===== config.mk =====
export PLATFORM = sky130hd
export DESIGN_NAME = module_decoder
export DESIGN_NICKNAME = d
export VERILOG_FILES = /design/src/rtl/hamming_pkg.sv /design/src/rtl/hamming_corrector.sv /design/src/rtl/module_decoder.sv
export SDC_FILE = /design/constraint.sdc
export NUM_CORES = 1
export LEC_CHECK = 0
export BUFFER_PORTS_ARGS = -buffer_cell sky130_fd_sc_hd__buf_2
export CORE_MARGIN = 10
export CORE_UTILIZATION = 54
export CTS_BUF_LIST = sky130_fd_sc_hd__clkbuf_4
export DETAILED_ROUTE_END_ITERATION = 16
export PLACE_DENSITY = 0.81
export SKIP_LAST_GASP = 1
export SLEW_MARGIN = 20
export SYNTH_ARGS = -nofsm -noshare
export SYNTH_HDL_FRONTEND = slang
export SYNTH_SLANG_ARGS = --single-unit

===== constraint.sdc =====
create_clock -name clk -period 1.56 [get_ports clk]
set_input_delay 0.312 -clock clk [delete_from_list [all_inputs] [get_ports clk]]
set_output_delay 0.312 -clock clk [all_outputs]
set_load 0.02 [all_outputs]

===== src/rtl/hamming_pkg.sv =====
// ============================================================================
// hamming_pkg : shared Hamming(7,4) types, constants and syndrome helper
// Rev 1.0
// ============================================================================
`default_nettype none

package hamming_pkg;

  typedef logic [6:0] codeword_t;  // {i3,i2,i1,c2,i0,c1,c0}, bit k = position k+1
  typedef logic [3:0] data_t;      // {i3,i2,i1,i0}
  typedef logic [2:0] syndrome_t;  // {s2,s1,s0}

  localparam syndrome_t SYN_NONE = 3'd0;
  localparam syndrome_t P_C0     = 3'd1;
  localparam syndrome_t P_C1     = 3'd2;
  localparam syndrome_t P_C2     = 3'd4;

  function automatic syndrome_t hamming_syndrome(input codeword_t w);
    return {w[3] ^ w[4] ^ w[5] ^ w[6],
            w[1] ^ w[2] ^ w[5] ^ w[6],
            w[0] ^ w[2] ^ w[4] ^ w[6]};
  endfunction

endpackage

`default_nettype wire


===== src/rtl/hamming_corrector.sv =====
// ============================================================================
// hamming_corrector : flips the bit named by the syndrome, extracts data bits
// Rev 1.0
// ============================================================================
`default_nettype none

module hamming_corrector
  import hamming_pkg::*;
(
  input  codeword_t word,
  input  syndrome_t syn,
  output data_t     data,
  output logic      parity_err
);

  codeword_t flip_mask;
  codeword_t fixed;

  // A non-zero syndrome is the 1-based position of the bad bit.
  always_comb begin
    flip_mask = '0;
    for (int i = 0; i < 7; i++) begin
      flip_mask[i] = (syn == syndrome_t'(i + 1));
    end
  end

  assign fixed      = word ^ flip_mask;
  assign data       = {fixed[6], fixed[5], fixed[4], fixed[2]};
  assign parity_err = (syn == P_C0) || (syn == P_C1) || (syn == P_C2);

endmodule

`default_nettype wire


===== src/rtl/module_decoder.sv =====
// ============================================================================
// module_decoder : two-stage Hamming(7,4) SEC decoder with valid/ready ports
// Optional DECODER_ERR_STATS_EN adds saturating err_cnt/word_cnt.  Rev 1.0
// ============================================================================
`default_nettype none

module module_decoder
  import hamming_pkg::*;
#(
  parameter int CNT_W = 8
) (
  input  logic             clk,
  input  logic             rst_n,
  input  logic             in_valid,
  output logic             in_ready,
  input  codeword_t        in_word,
  output logic             out_valid,
  input  logic             out_ready,
  output data_t            data_out,
  output syndrome_t        syndrome,
  output logic             err_flag,
  output logic             parity_err
`ifdef DECODER_ERR_STATS_EN
  ,
  output logic [CNT_W-1:0] err_cnt,
  output logic [CNT_W-1:0] word_cnt
`endif
);

  logic      s1_valid;
  logic      s2_valid;
  logic      s1_adv;
  codeword_t s1_word;
  syndrome_t s1_syn;
  data_t     fix_data;
  logic      fix_perr;
  logic      in_fire;
  logic      s2_load;

  // Ready looks only at registered state and out_ready.
  assign s1_adv    = !s2_valid || out_ready;
  assign in_ready  = !s1_valid || s1_adv;
  assign in_fire   = in_valid && in_ready;
  assign s2_load   = s1_adv && s1_valid;
  assign out_valid = s2_valid;

  always_ff @(posedge clk) begin
    if (!rst_n) begin
      s1_valid <= 1'b0;
      s1_word  <= '0;
      s1_syn   <= SYN_NONE;
    end else if (in_ready) begin
      s1_valid <= in_valid;
      if (in_valid) begin
        s1_word <= in_word;
        s1_syn  <= hamming_syndrome(in_word);
      end
    end
  end

  hamming_corrector u_corrector (
    .word       (s1_word),
    .syn        (s1_syn),
    .data       (fix_data),
    .parity_err (fix_perr)
  );

  always_ff @(posedge clk) begin
    if (!rst_n) begin
      s2_valid   <= 1'b0;
      data_out   <= '0;
      syndrome   <= SYN_NONE;
      err_flag   <= 1'b0;
      parity_err <= 1'b0;
    end else if (s1_adv) begin
      s2_valid <= s1_valid;
      if (s1_valid) begin
        data_out   <= fix_data;
        syndrome   <= s1_syn;
        err_flag   <= (s1_syn != SYN_NONE);
        parity_err <= fix_perr;
      end
    end
  end

`ifdef DECODER_ERR_STATS_EN
  always_ff @(posedge clk) begin
    if (!rst_n) begin
      word_cnt <= '0;
      err_cnt  <= '0;
    end else begin
      if (in_fire && (word_cnt != '1)) begin
        word_cnt <= word_cnt + 1'b1;
      end
      if (s2_load && (s1_syn != SYN_NONE) && (err_cnt != '1)) begin
        err_cnt <= err_cnt + 1'b1;
      end
    end
  end
`else
  logic stats_unused;
  assign stats_unused = in_fire ^ s2_load;
  // Counter width only matters when statistics are built in.
  if (CNT_W < 1) begin : g_cnt_w_unused
  end
`endif

endmodule

`default_nettype wire


==> key figures <==
Run status
  – Status: finished clean

GRT
  – Initial antenna violation count: 0
  – Grt ovf: 0
  – Total track usage: 0.104
  – Largest net degree at the start of global routing: 17
  – First-pass GRT wire length: 3.00 mm
  – Vias in the first global route: 700

Detailed routing
  – First drt pass iteration count: 4
  – Drt drc: 0
  – Vias: 735
  – ANT nets after route: 0
  – Final wirelength: 1.82 mm
  – Detailed-route wire length per cell: 14.0 um
  – Via density: 5.65
  – Initial DRC count: 10

Timing
  – Max transition margin: 0.704
  – RSZ-0062 raised after global routing: false
  – Pins Over Slew Limit: 0
  – Final setup fails: 0
  – Fin crit share: 0.916
  – FMAX: 0.700 GHz
  – Clk_skew: 0.00597 ns
  – Final TNS setup: 0 ns
  – Tmin final: 1.43 ns
  – Worst-margin pin slew: 0.444 ns
  – Final count of hold timing violations: 0

Pwr
  – Total power: 935 uW
  – Peak VDD IR: 0.583 mV
  – P per Cell Area: 930 nW/um2
  – Static Leak: 0.000428 uW

Cells and area
  – Synth-to-Final Area Change: 13.4%
  – Nets: 126
  – Layout cells sized above 1: 0.263
  – Antenna diode count: 0

CTS
  – Clock transition at path regs: 0.10 ns
  – Root Buffer: clkbuf_4
  – H-tree levels: 1
  – CTS tree: done
  – Worst-Skew Late Latency: 0.29 ns
  – Hold-fix buffers, CTS: 0
  – Clk buf depth: 2
  – CTS buffer count: 3
  – Clock sink count: 18

Placement
  – IO buf count: 21
  – Final Wtd Congestion: 0.782
  – DP HPWL: 1.37 mm

Min path
  – Hold WC Path Type: in -> reg

Die
  – IO Pins: 22
  – Initial Util: 0.581
  – Row cnt: 14
  – Die Y-Extent: 60.5 um
  – Die width: 60.5 um
  – DIE AREA: 3660 um2
  – Core ar.: 1520 um2

Yosys
  – Seq cells post-synth: 18
  – Total of warnings raised by yosys: 0
  – Synth unique cells: 27
  – Synth Area per Inst: 9.32 um2
  – Register area share after synthesis: 0.407
  – Mapped Nets: 106
  – Cells after synthesis: 95
  – Synth Cell Area: 886 um2

Critical path
  – Critical path type: reg -> out
  – Arr. time, crit path: 1.12 ns
  – Req. time, crit path: 1.25 ns
  – Crit-path max FO: 16
  – CP Capture Type: primary output
  – Startpoint type of the worst setup path: flip-flop

Flow run
  – Max-cap violations: 0
[final timing paths]
| check | startpoint | to | slack (ns) | depth (start not counted) |
|---|---|---|---|---|
| worst max-delay path | out_valid | in_ready | 0.13 | 2 |
| worst min-delay path | rst_n | s1_word[5] | 0.28 | 2 |
| worst max register to register | s1_valid | data_out[1] | 0.26 | 4 |
| worst min register to register | syndrome[2] | syndrome[2] | 0.48 | 2 |
[critical path, cell delays in order, from the launching register on]
cell      delay [ns]
dfxtp_1         0.43
nand3b_4        0.19
buf_2           0.21
[per-stage QoR]
stage / hold WS [ns] / std cells / worst slack [ns] / area (um2) / util
after detailed placement: 0.463 / 126 / 0.203 / 970 / 0.636
final: 0.283 / 130 / 0.131 / 1000 / 0.659
after global placement: 0.459 / 126 / 0.222 / 970 / 0.636
after global routing: 0.288 / 130 / 0.0461 / 1000 / 0.659
after floorplan: 0.430 / 95 / 0.382 / 886 / -
after CTS: 0.281 / 130 / 0.0488 / 996 / 0.654
[area by class of cell]
class,instances,area (um2)
flip-flops and latches,18,360
inverters,3,11.3
fillers,145,519
clock inverters,1,3.75
repair buffers,23,120
clock buffers,3,22.5
multi-input cells,66,467
well taps,16,20.0
[per-layer routing]
metal  vias up  GRT usage  wire, um
met1       330      0.124       792
met5         -          0         0
met4         0     0.0596        38
met3         4     0.0251       112
li1        383          -         -
met2        18      0.168       872
[power by group]
part | total, uW | switching [uW] | leakage (uW) | internal (uW)
Combinational | 176 | 94.0 | 0.000264 | 82.4
Clock | 233 | 140 | 0.0000154 | 93.0
Sequential | 525 | 34.6 | 0.000148 | 490
Total | 935 | 269 | 0.000428 | 666
[synth_stat cells]
cell	number	area (um2)
xnor2_1	7	61.3
buf_2	3	15.0
inv_1	3	11.3
a311oi_2	1	15.0
nand3b_2	1	11.3
o21ai_0	6	30.0
a311oi_1	3	26.3
nand3_1	4	20.0
clkbuf_1	2	7.51
xnor2_2	1	16.3
nor2b_1	1	6.26
o21a_1	4	30.0
buf_6	3	33.8
nor2_1	1	3.75
dfxtp_1	18	360
a211oi_1	4	30.0
a21boi_1	1	7.51
nand2b_1	1	6.26
nor3_1	1	5.00
or3_1	1	6.26
o2111ai_1	1	8.76
nand3b_1	2	15.0
a21oi_1	14	70.1
xor2_1	4	35.0
and3_1	4	25.0
nand2_2	1	6.26
a21boi_0	3	22.5
[placed cells by master (no fill, tap or decap)]
cell type	count
nor3_1	1
xnor2_1	7
a21boi_1	1
nand3_1	4
a21boi_0	3
nand3b_4	1
xor2_1	4
buf_2	21
or3_1	1
nand2_2	1
dfxtp_1	18
clkinv_1	1
buf_4	2
a211oi_1	4
a311oi_2	1
clkbuf_4	3
nor2_1	1
o2111ai_1	1
nor2b_1	1
o21a_1	4
a21oi_1	14
and3_1	4
a311oi_1	3
inv_1	3
o21ai_0	6
xnor2_2	1
nand3b_1	2
nand2b_1	1
[cells by family (layout without fill, tap and decap cells)]
group                  count (synthesis)  count (layout)  share of synthesized area
buffers and inverters                 11              30                     0.0763
flip-flops                            18              18                      0.407
XOR/XNOR                              12              12                      0.127
AO/OA/AOI/OAI                         37              37                      0.271
AND/OR/NAND/NOR                       17              17                      0.119
[flip-flops by register name (all words and copies together), names as in the netlist]
name and count:
err_flag 1, s1_word 4, syndrome 3, data_out 4
s1_syn 3, out_valid 1, parity_err 1, s1_valid 1
[repair_timing]
| item | in CTS | in global routing |
|---|---|---|
| setup buffers | 0 | 0 |
| setup endpoints to repair | 0 | 1 |
| gates resized for setup | 0 | 1 |
| endpoints found under the hold margin | 0 | 0 |
Note: power is estimated with default switching activity, not from simulation.
